[src/rtl/gs_dram_arb_pkg.sv]
// gs_dram_arb_pkg
// Shared definitions for the two-client SDRAM arbiter: FSM state encoding,
// byte-select width and fixed-priority wait counter width.
package gs_dram_arb_pkg;

    // state | meaning
    // IDLE  | no transfer; pick a winner when any request is pending
    // BUSY  | command latched, DRAM_REQ raised until DRAM_ACK
    // REST  | one dead cycle so an acknowledged REQ cannot re-win
    typedef enum logic [1:0] {
        ST_IDLE = 2'd0,
        ST_BUSY = 2'd1,
        ST_REST = 2'd2
    } arb_state_t;

    localparam int BSEL_W = 2;
    localparam int WAIT_W = 4;

endpackage

[src/rtl/gs_dram_arb_pick.sv]
// gs_dram_arb_pick
// Combinational winner selection for the two-client arbiter.
// Ports:
//   req0, req1  : pending requests from client 0 / client 1
//   last_grant  : client granted most recently
//   fixed_prio  : 1 = client 0 wins ties unless wait_hit is set
//   wait_hit    : client 1 has waited long enough to be forced through
//   any_req     : at least one client is requesting
//   winner      : index of the selected client (valid when any_req)
module gs_dram_arb_pick (
    input  logic req0,
    input  logic req1,
    input  logic last_grant,
    input  logic fixed_prio,
    input  logic wait_hit,
    output logic any_req,
    output logic winner
);

    always_comb begin
        any_req = req0 | req1;
        winner  = 1'b0;
        if (req0 && req1) begin
            // Tie: round-robin alternates away from the last grant.
            winner = fixed_prio ? wait_hit : ~last_grant;
        end else if (req1) begin
            winner = 1'b1;
        end
    end

endmodule

[src/rtl/gs_dram_arb.sv]
// gs_dram_arb
// Arbitrates the single SDRAM port between the General Sound memory
// interface (client 0) and a second requester (client 1). The winning
// command is latched into the DRAM_* registers and held for the whole
// transfer; the controller's ACK is routed back to the granted client only.
// Ports:
//   CLK, RESET          : clock, synchronous active-high reset
//   Cn_ADDR/BSEL/DI/RNW : client command fields
//   Cn_REQ / Cn_ACK     : level request held until the one-cycle ACK
//   C_DO                : read data, DRAM_DO passthrough to both clients
//   DRAM_*              : registered command and handshake to the controller
//   GRANT               : current/last granted client (debug)
//
// state | meaning
// IDLE  | waiting for a request; latch winner's command on entry to BUSY
// BUSY  | DRAM_REQ high until DRAM_ACK; ACK routed to granted client
// REST  | one cycle with all requests ignored
module gs_dram_arb
    import gs_dram_arb_pkg::*;
#(
    parameter int AW         = 24,
    parameter int FIXED_PRIO = 0,
    parameter int MAX_WAIT   = 4
) (
    input  logic              CLK,
    input  logic              RESET,
    input  logic [AW-1:0]     C0_ADDR,
    input  logic [AW-1:0]     C1_ADDR,
    input  logic [BSEL_W-1:0] C0_BSEL,
    input  logic [BSEL_W-1:0] C1_BSEL,
    input  logic [15:0]       C0_DI,
    input  logic [15:0]       C1_DI,
    input  logic              C0_RNW,
    input  logic              C1_RNW,
    input  logic              C0_REQ,
    input  logic              C1_REQ,
    output logic              C0_ACK,
    output logic              C1_ACK,
    output logic [15:0]       C_DO,
    output logic [AW-1:0]     DRAM_ADDR,
    output logic [BSEL_W-1:0] DRAM_BSEL,
    output logic [15:0]       DRAM_DI,
    output logic              DRAM_RNW,
    output logic              DRAM_REQ,
    input  logic              DRAM_ACK,
    input  logic [15:0]       DRAM_DO,
    output logic              GRANT
);

    arb_state_t        state_q;
    arb_state_t        state_d;
    logic              load;
    logic              any_req;
    logic              winner;
    logic              wait_hit;
    logic [WAIT_W-1:0] wait_cnt;

    assign wait_hit = (wait_cnt >= WAIT_W'(MAX_WAIT));

    gs_dram_arb_pick u_pick (
        .req0       (C0_REQ),
        .req1       (C1_REQ),
        .last_grant (GRANT),
        .fixed_prio (FIXED_PRIO != 0),
        .wait_hit   (wait_hit),
        .any_req    (any_req),
        .winner     (winner)
    );

    always_ff @(posedge CLK) begin
        if (RESET) begin
            state_q   <= ST_IDLE;
            GRANT     <= 1'b1;
            wait_cnt  <= '0;
            DRAM_ADDR <= '0;
            DRAM_BSEL <= '0;
            DRAM_DI   <= '0;
            DRAM_RNW  <= 1'b1;
        end else begin
            state_q <= state_d;
            if (load) begin
                GRANT     <= winner;
                DRAM_ADDR <= winner ? C1_ADDR : C0_ADDR;
                DRAM_BSEL <= winner ? C1_BSEL : C0_BSEL;
                DRAM_DI   <= winner ? C1_DI   : C0_DI;
                DRAM_RNW  <= winner ? C1_RNW  : C0_RNW;
                // Counts client-0 grants that made client 1 wait; saturates
                // so it cannot wrap back under MAX_WAIT.
                if (winner || !C1_REQ) begin
                    wait_cnt <= '0;
                end else if (wait_cnt != '1) begin
                    wait_cnt <= wait_cnt + WAIT_W'(1);
                end
            end
        end
    end

    always_comb begin
        state_d  = state_q;
        load     = 1'b0;
        DRAM_REQ = 1'b0;
        C0_ACK   = 1'b0;
        C1_ACK   = 1'b0;
        case (state_q)
            ST_IDLE: begin
                if (any_req) begin
                    load    = 1'b1;
                    state_d = ST_BUSY;
                end
            end
            ST_BUSY: begin
                // Dropping REQ in the ACK cycle keeps the controller from
                // seeing a second transfer.
                DRAM_REQ = ~DRAM_ACK;
                if (DRAM_ACK) begin
                    C0_ACK  = ~GRANT;
                    C1_ACK  = GRANT;
                    state_d = ST_REST;
                end
            end
            ST_REST: state_d = ST_IDLE;
            default: state_d = ST_IDLE;
        endcase
    end

    assign C_DO = DRAM_DO;

endmodule

[config.mk]
export PLATFORM = sky130hd
export DESIGN_NAME = gs_dram_arb
export DESIGN_NICKNAME = d
export VERILOG_FILES = /design/src/rtl/gs_dram_arb_pkg.sv /design/src/rtl/gs_dram_arb_pick.sv /design/src/rtl/gs_dram_arb.sv
export SDC_FILE = /design/constraint.sdc
export NUM_CORES = 1
export LEC_CHECK = 0
export BUFFER_PORTS_ARGS = -buffer_cell sky130_fd_sc_hd__buf_2
export CAP_MARGIN = 10
export CORE_MARGIN = 2
export CORE_UTILIZATION = 41
export DETAILED_ROUTE_END_ITERATION = 10
export GPL_TIMING_DRIVEN = 1
export PLACE_DENSITY = 0.9
export SETUP_SLACK_MARGIN = 0.02
export SYNTH_ARGS = -nofsm -noshare
export SYNTH_HDL_FRONTEND = slang
export SYNTH_HIERARCHICAL = 1
export SYNTH_SLANG_ARGS = --single-unit
[constraint.sdc]
create_clock -name CLK -period 1.7 [get_ports CLK]
set_input_delay 0.085 -clock CLK [delete_from_list [all_inputs] [get_ports CLK]]
set_output_delay 0.085 -clock CLK [all_outputs]
set_load 0.005 [all_outputs]
; Word-level counts from Yosys, hierarchy flattened
; Index checks and enable logic that the tools add are counted.
[totals]
ff_bits = 46
output_inout_bits = 63
[op_classes]
reduce_logical = 3
eq_ne = 3
mux = 16
n_bitwise = 3
[ops]
columns = cell, n
row1 = 2-to-1 mux 24 bit, 1
row2 = 2-to-1 mux 16 bit, 1
row3 = 2-to-1 mux 1 bit, 10
row4 = 2-to-1 mux 2 bit, 3
row5 = != test 2 bit (second input constant), 2
row6 = one-hot mux 2 bit (2 select lines), 1
row7 = == test 2 x 1 -> 1 bit (second input constant), 1
row8 = zero test 2 bit, 1
row9 = NOT 1 bit, 2
row10 = AND reduction 2 bit, 1
row11 = logical AND 1 bit, 1
row12 = bitwise OR 1 bit, 1

; Longest topological paths before layout
; Gate-level depths: netlist of the first run.
[depth]
ltp_word = 3
ltp_mapped = 7
ltp_nobuf = 6

; Cells and area by module
; Netlist of the first run, hierarchy kept.
[by_module_without_submodules]
columns = mod, cells_each, n_inst, area_per_inst_um2, seq_area_each_um2
row1 = gs_dram_arb, 247, 1, 2346.0, 1001.0
row2 = gs_dram_arb_pick, 5, 1, 26.3, 0.0

; Least setup slack after synthesis of the first run
; Ideal clock, no wire load.
[synth_path]
path_kind = register -> register
start = reg GRANT
end = reg wait_cnt[0] (netlist name)
path_buffers = 1
setup_ns = 0.059
required_time_ns = 1.641
arrival_time_ns = 1.542
path_stages_with_launch = 7
slack_ns = 0.099
period_less_slack_ns = 1.601
path_cell_list = dfxtp_1 or2_1 a31oi_1 buf_6 or3b_4 o32ai_2 mux2_2
[synth_lines]
columns = element, line
row1 = start: declaration, gs_dram_arb.sv:47  ; output logic GRANT
row2 = start signal: assignment, gs_dram_arb.sv:82  ; GRANT <= winner;

; Worst setup path after layout of the first run
[layout_path]
start = reg GRANT
end = reg DRAM_DI[6]
[layout_between]
elab_chain_len = 3
[layout_rtl]
columns = element, line
row1 = NOT 1 bit, gs_dram_arb_pick.sv:25  ; winner = fixed_prio ? wait_hit : ~last_grant;
row2 = 2-to-1 mux 1 bit, gs_dram_arb_pick.sv:23  ; if (req0 && req1) begin
row3 = named net winner, gs_dram_arb.sv:54  ; logic winner;
row4 = 2-to-1 mux 16 bit, gs_dram_arb.sv:85  ; DRAM_DI <= winner ? C1_DI : C0_DI;
row5 = end signal: assignment, gs_dram_arb.sv:85
row6 = end: declaration, gs_dram_arb.sv:42  ; output logic [15:0] DRAM_DI,
; The timed path passes the listed nets, and every way through them passes these cells.
; A chain may end at the register's enable or synchronous reset.

==> impl_metrics.ini, run 1 <==
[outcome]
status = completed

[route]
wl_per_cell_um = 12.8
dr.pass1.iters = 4
drc_errors = 0
viasPerCell = 4.93
drt_iter0_drc = 54
vias = 2181
wl_um = 5640
ant_nets = 0

[cells_and_area]
diodes = 0
fillers = 495
postLayoutCellArea_mm2 = 0.00318
stdcell_count = 442
nNetsFinal = 477
drive_above_1_share_pct = 43.5
syn_to_final_growth_pct = 34.1
post-route-util_pct = 57.4

[yosys]
synthSimpleGateAreaFrac_pct = 12.4
ys_warn_count = 6
yosys_most_used_dff = dfxtp_1
synthesis.area_mm2 = 0.00237
synthArstFlopShare_pct = 0
post_synth_fa_ha_maj_area_fraction_pct = 0.527
seq_area_frac_synth_pct = 42.2
synth-edff-count = 0
postSynthCellCount = 252
synth_top_family_by_area = multiplexers
synth_xor_area_share_pct = 0
synth_compound_area_share_pct = 16.5
avgSynthCellArea_um2 = 9.41
synthMuxAreaShare_pct = 18.6
synth_cell_types = 32
synth-seq-cells = 50

[sta]
rsz0062_at_grt = yes
setup_violations = 0
hold_violations = 0
tns_ns = 0
post-route-period-util_pct = 94.8
final_max_slew_viol_count = 0
tightest_slew_ns = 0.526
relSlewSlack_pct = 64.9
max_clock_freq_mhz = 621
final_period_minus_worst_setup_slack_ns = 1.61
fin_skew_ns = 0.00831
final.setup.worst_slack_ns = 0.0892

[min_path]
hold_path_depth = 3
hp-class = in -> reg

[clock_tree]
path_clk_slew_ns = 0.09
cts_max_level = 2
clk_latency_ns = 0.29
cts_tree = done
cts_num_sinks = 50
cts_buffers = 5
cts_root_buffer = clkbuf_8
cts_buffer_depth = 2
post-cts-setup-buffer-count = 0

[global_route]
grt_antenna_before_repair = 0
grt_max_degree = 50
grt_pass1_vias = 2165
grt_overflow = 0
grt_pass1_wl_um = 9370
globalRouteTotalUtil_pct = 18.3

[placement]
pre_cts_ws_ns = 0.107
dpl_cell_area_mm2 = 0.00307
place_congestion = 0.745
hpwl_um = 4340
portBuffers = 137
placed_cells = 434

[floorplan]
start_util_pct = 42.8
die_y_um = 80.1
die_width_um = 80.1
die-area_mm2 = 0.00641
num_rows = 27
ioPinCount = 170
core_area_mm2 = 0.00554

[setup_path]
crit_fanout = 16
critPathLaunchType = register
cp.arrival_ns = 1.76
cp.required_ns = 1.85
r2r_cells = 6
cp-end-kind = register
crit_type = reg -> reg

[power]
ir_drop_uv = 347
cellLeakagePower_nw = 1.53
p_per_area_mw_per_mm2 = 888

[flow_run]
maxCapViolations = 0
==> critical path, stage by stage (launching register included) <==
cell      delay (ns)
dfxtp_1         0.31
or2_1           0.25
a31oi_4         0.22
buf_4           0.17
buf_12          0.16
mux2i_1         0.25
a211oi_1        0.10
==> final timing paths <==
kind	start	endpoint	slack, ns
setup / recovery	GRANT	DRAM_DI[6]	0.09
hold / removal	DRAM_ACK	state_q[1]	0.11
setup reg to reg	GRANT	DRAM_DI[6]	0.09
hold reg to reg	DRAM_ADDR[5]	DRAM_ADDR[5]	0.50
==> final cells by class <==
class	instances	area [um2]	area share [%]
multi-input combinational	164	1170	36.9
sequential	50	1000	31.5
timing repair buffer	145	796	25.0
clock buffer	8	110	3.46
tap	72	90.1	2.83
inverter	3	11.3	0.354
==> metal layers <==
layer	vias up	part of all wire, %	wire, um	track usage [%]
met5	-	0	0	0
met4	0	1.2	69	5.59
met3	10	8.3	466	5.06
met2	97	52	2950	35.7
met1	953	38	2160	18.5
li1	1121	-	-	-
==> kinds of logic after synthesis <==
kind of cell	Yosys count
compound gates	51
flops	50
simple gates	66
other cells	1
buf+inv	39
fa+ha+maj	1
mux	44
==> placed cells by master (no fill, tap or decap) <==
cell	count
nand2_1	4
o21ai_0	1
a2111oi_2	1
o32ai_2	1
nor3b_1	2
nor3_1	1
inv_1	3
or2_1	1
buf_4	4
dfxtp_1	50
nand3_1	1
mux2_2	1
buf_2	137
clkbuf_8	8
conb_1	2
a31oi_4	1
a211oi_1	43
a22o_1	1
buf_12	4
ha_1	1
mux2i_1	43
nor3b_2	1
or2_2	2
or3b_4	1
or3b_1	1
a311oi_1	1
a211o_1	1
nor2b_1	1
a21oi_1	1
or3_1	1
nand3b_1	2
nor2_1	48
==> through the flow <==
step / power (W) / hold WS [ns]
after floorplan: 0.00179 / 0.211
after global placement: 0.00206 / 0.170
after detailed placement: 0.00209 / 0.170
after CTS: 0.00287 / 0.0974
after global routing: 0.00303 / 0.119
final: 0.00282 / 0.110
==> cell usage after synthesis (2+ instances only) <==
cell | instances | area share (%)
inv_1 | 3 | 0.47
nand2_1 | 4 | 0.63
mux2i_1 | 43 | 18
buf_4 | 16 | 5.1
nor3b_1 | 3 | 0.95
clkbuf_1 | 5 | 0.79
dfxtp_1 | 50 | 42
buf_1 | 3 | 0.47
or2_2 | 2 | 0.53
nor2_1 | 48 | 7.6
a211oi_1 | 43 | 14
buf_2 | 11 | 2.3
nand3b_1 | 2 | 0.63
==> state kept, by name (all words and copies together), names as in the netlist <==
register	count
DRAM_BSEL	2
DRAM_ADDR	24
state_q	2
DRAM_DI	16
wait_cnt	4
GRANT	1
DRAM_RNW	1
==> power by group <==
group	switching [W]	leakage [nW]	internal (W)	total [W]
sequential	0.0000635	0.415	0.00130	0.00136
clock	0.000357	0.0575	0.000411	0.000768
combinational	0.000337	1.06	0.000354	0.000692
total	0.000758	1.53	0.00207	0.00282
==> what timing repair did <==
action | in CTS | in global routing
resized for setup | 0 | 1
setup endpoints to repair | 0 | 1
hold buffers | 0 | 0
No activity file was read; power rests on OpenSTA's default activity.
==> run 2, diff against run 1 <==
--- a/config.mk
+++ b/config.mk
@@ -12,6 +12,7 @@
 export DETAILED_ROUTE_END_ITERATION = 10
 export GPL_TIMING_DRIVEN = 1
 export PLACE_DENSITY = 0.9
+export RECOVER_POWER = 100
 export SETUP_SLACK_MARGIN = 0.02
 export SYNTH_ARGS = -nofsm -noshare
 export SYNTH_HDL_FRONTEND = slang
==> impl_metrics.ini, run 2 (synthesis gave the netlist of run 1 again) <==
[floorplan]
start_util_pct = 42.8
die_width_um = 80.1
die_y_um = 80.1
core_area_mm2 = 0.00554
die-area_mm2 = 0.00641
num_rows = 27
ioPinCount = 170

[global_route]
grt_overflow = 0
grt_max_degree = 50
grt_pass1_wl_um = 9370
grt_antenna_before_repair = 0
grt_pass1_vias = 2165
globalRouteTotalUtil_pct = 18.3

[placement]
place_congestion = 0.745
hpwl_um = 4340
placed_cells = 434
portBuffers = 137
dpl_cell_area_mm2 = 0.00307

[power]
power_w = 0.00281
share_comb_of_total_power_pct = 23.9
ir_drop_uv = 344
cellLeakagePower_nw = 1.42
switchingPower_w = 0.000764
p_seq_share_pct = 48.6
power_switching_share_pct = 27.2
p_clk_share_pct = 27.5
p_int_w = 0.00204
p_per_area_mw_per_mm2 = 894

[cells_and_area]
largest_reg_flops = 24
syn_to_final_growth_pct = 32.4
regMostFlops = DRAM_ADDR
fillers = 512
nNetsFinal = 477
postLayoutCellArea_mm2 = 0.00314
drive_above_1_share_pct = 35.7
reg.largest.list = DRAM_ADDR: 24 flops, DRAM_DI: 16 flops, wait_cnt: 4 flops
stdcell_count = 442
layout_common_cells = 107 x buf_2, 50 x dfxtp_1, 48 x nor2_1
diodes = 0
final_common_cell = buf_2

[sta]
max_clock_freq_mhz = 621
tns_ns = 0
final_max_slew_viol_count = 0
post-route-period-util_pct = 94.8
setup_violations = 0
final_period_minus_worst_setup_slack_ns = 1.61
fin_skew_ns = 0.00831
whs_ns = 0.108
hold_violations = 0
tightest_slew_ns = 0.531
rsz0062_at_grt = yes
relSlewSlack_pct = 64.6

[route]
dr.pass1.iters = 4
wl_per_cell_um = 12.9
drt_iter0_drc = 47
drc_errors = 0
viasPerCell = 4.95
wl_um = 5690
vias = 2189
ant_nets = 0

[clock_tree]
cts_num_sinks = 50
path_clk_slew_ns = 0.09
clk_latency_ns = 0.29
cts_max_level = 2
post-cts-setup-buffer-count = 0
cts_buffer_depth = 2
cts_root_buffer = clkbuf_8
cts_hold_buf = 0
cts_tree = done
cts_buffers = 5

[setup_path]
cp.arrival_ns = 1.76
crit_fanout = 16
critPathLaunchType = register
crit_type = reg -> reg
cp-end-kind = register
cp.required_ns = 1.85

[outcome]
status = completed

[flow_run]
maxCapViolations = 0

[min_path]
hp-class = in -> reg
-- run 2: cell type report --
class	count	area, um2	area share (%)
clock buffers	8	110	3.50
multi-input cells	164	1170	37.3
well taps	72	90.1	2.87
inverters	3	11.3	0.358
flip-flops and latches	50	1000	31.9
repair buffers	145	757	24.1
-- run 2: metrics by stage --
stage	worst slack [ns]	util (%)
2_1_floorplan	0.0994	-
3_3_place_gp	0.186	55.3
3_5_place_dp	0.107	55.3
4_1_cts	0.0830	57.3
5_1_grt	0.0210	56.7
6_report	0.0886	56.7
-- run 2: worst paths after layout --
kind | startpoint | to | slack (ns) | cells after the start
max reg2reg | GRANT | DRAM_DI[6] | 0.09 | 6
max | GRANT | DRAM_DI[6] | 0.09 | 6
min reg2reg | DRAM_ADDR[5] | DRAM_ADDR[5] | 0.50 | 2
min | DRAM_ACK | state_q[1] | 0.11 | 3
-- run 2: repair_timing --
item | in CTS | in global routing
endpoints found under the setup margin | 0 | 1
endpoints found under the hold margin | 0 | 0
resized for setup | 0 | 1
-- run 2: routing by layer --
layer  share of wire (%)  wire length, um  global-route usage, %
met1                  39             2240                   18.5
met2                  51             2920                   35.7
met3                 8.0              456                   5.06
met4                 1.2               69                   5.59
met5                   0                0                      0
-- run 2: worst max-delay path, stage by stage, from the launching register on --
cell	delay, ns
dfxtp_1	0.31
or2_1	0.25
a31oi_4	0.23
buf_4	0.17
buf_12	0.16
mux2i_1	0.24
a211oi_1	0.10
-- run 2: power groups by stage --
stage          clock network, W  logic, W  registers [W]
2_1_floorplan                 0  0.000388        0.00140
3_3_place_gp                  0  0.000674        0.00139
3_5_place_dp                  0  0.000700        0.00139
4_1_cts                0.000806  0.000701        0.00137
5_1_grt                0.000862  0.000758        0.00139
6_report               0.000772  0.000671        0.00137
==> run 3, diff against run 2 <==
--- a/config.mk
+++ b/config.mk
@@ -7,11 +7,13 @@
 export LEC_CHECK = 0
 export BUFFER_PORTS_ARGS = -buffer_cell sky130_fd_sc_hd__buf_2
 export CAP_MARGIN = 10
+export CELL_PAD_IN_SITES_DETAIL_PLACEMENT = 1
+export CELL_PAD_IN_SITES_GLOBAL_PLACEMENT = 2
 export CORE_MARGIN = 2
-export CORE_UTILIZATION = 41
+export CORE_UTILIZATION = 21
 export DETAILED_ROUTE_END_ITERATION = 10
 export GPL_TIMING_DRIVEN = 1
-export PLACE_DENSITY = 0.9
+export PLACE_DENSITY = 0.87
 export RECOVER_POWER = 100
 export SETUP_SLACK_MARGIN = 0.02
 export SYNTH_ARGS = -nofsm -noshare
==> impl_metrics.ini, run 3 (synthesis gave the netlist of run 1 again) <==
[clock_tree]
post-cts-setup-buffer-count = 0
cts_buffers = 5
cts_max_level = 2
path_clk_slew_ns = 0.07
cts_buffer_depth = 2
cts_tree = done
clk_latency_ns = 0.28
cts_hold_buf = 0
cts_root_buffer = clkbuf_16
cts_resized = 0
cts_num_sinks = 50

[cells_and_area]
final_common_cell = buf_2
syn_to_final_growth_pct = 39.0
layout_common_cells = 98 x buf_2, 50 x dfxtp_1, 48 x nor2_1
regMostFlops = DRAM_ADDR
fillers = 1342
area.sequential_mm2 = 0.00100
nNetsFinal = 478
drive_above_1_share_pct = 33.2
multi_input_comb_area_mm2 = 0.00118
stdcell_count = 511
post-route-util_pct = 30.2
largest_reg_flops = 24
diodes = 0
reg.largest.list = DRAM_ADDR: 24 flops, DRAM_DI: 16 flops, wait_cnt: 4 flops

[power]
p_int_w = 0.00233
share_comb_of_total_power_pct = 21.5
power_switching_share_pct = 26.6
cellLeakagePower_nw = 1.42
p_per_area_mw_per_mm2 = 963
p_clk_share_pct = 35.4
ir_drop_uv = 388
p_seq_share_pct = 43.1
switchingPower_w = 0.000845

[global_route]
grt_pass1_vias = 2275
grt_pass1_wl_um = 10400
globalRouteTotalUtil_pct = 10.8
grt_antenna_before_repair = 0
grt_max_degree = 56
grt_overflow = 0

[sta]
tightest_slew_ns = 0.551
rsz0062_at_grt = no
fin_skew_ns = 0.00460
setup_violations = 0
relSlewSlack_pct = 63.2
post-route-period-util_pct = 92.4
max_clock_freq_mhz = 636
final_period_minus_worst_setup_slack_ns = 1.57
tns_ns = 0
hold_violations = 0
final_max_slew_viol_count = 0
whs_ns = 0.119

[route]
ant_nets = 0
top_layer_used = met4
vias = 2212
route.met2.wl_um = 3270
wl_per_cell_um = 13.3
wl_met3_um = 743
wl_um = 6780
wl_met1_um = 2720
viasPerCell = 4.33
drc_errors = 0
dr.pass1.iters = 4
drt_iter0_drc = 74

[min_path]
hold_path_depth = 4
hp-class = in -> reg

[flow_run]
maxCapViolations = 0

[floorplan]
ioPinCount = 170
start_util_pct = 21.7
die-area_mm2 = 0.0122
core_area_mm2 = 0.0109
num_rows = 38
die_y_um = 110
die_width_um = 110

[setup_path]
r2r_cells = 6
cp-end-kind = register
crit_fanout = 14
cp.required_ns = 1.84
critPathLaunchType = register
crit_type = reg -> reg
cp.arrival_ns = 1.71

[outcome]
status = completed

[placement]
portBuffers = 137
place_congestion = 0.746
hpwl_um = 5280
placed_cells = 503
==> run 3: final timing paths <==
check               startpoint            to  slack [ns]
setup / recovery         GRANT   DRAM_DI[15]        0.13
hold / removal        DRAM_ACK    state_q[0]        0.12
setup reg to reg         GRANT   DRAM_DI[15]        0.13
hold reg to reg   DRAM_ADDR[2]  DRAM_ADDR[2]        0.50
==> run 3: metrics by stage <==
stage / power (W) / worst slack (ns) / area [um2]
2_1_floorplan: 0.00179 / 0.0994 / 2380
3_3_place_gp: 0.00209 / 0.123 / 3170
3_5_place_dp: 0.00212 / 0.0870 / 3170
4_1_cts: 0.00328 / 0.0719 / 3330
5_1_grt: 0.00339 / 0.0297 / 3300
6_report: 0.00318 / 0.129 / 3300
==> run 3: power by group through the flow <==
stage	logic (W)	registers (W)	clock network [W]
floorplan	0.000388	0.00140	0
CTS	0.000724	0.00137	0.00119
detailed placement	0.000723	0.00140	0
global placement	0.000704	0.00139	0
finish	0.000683	0.00137	0.00112
global route	0.000777	0.00139	0.00123
==> run 3: critical path: stages, from the launching register on <==
cell and delay, ns:
dfxtp_1 0.31, or2_1 0.26, a31oi_4 0.20, buf_6 0.16
buf_12 0.16, mux2i_1 0.23, a211oi_1 0.10
==> run 3: per-layer routing <==
metal | vias to the layer above | track usage, %
met1 | 985 | 11.9
met4 | 0 | 2.77
met3 | 6 | 3.59
met2 | 102 | 19.9
met5 | - | 0
li1 | 1119 | -
==> run 3: layout make-up <==
cell class	instances	area share (%)
Multi-Input combinational cell	164	35.7
Clock buffer	7	4.02
Sequential cell	50	30.3
Clock inverter	1	0.910
Timing Repair Buffer	146	23.3
Inverter	3	0.341
Tap cell	140	5.31
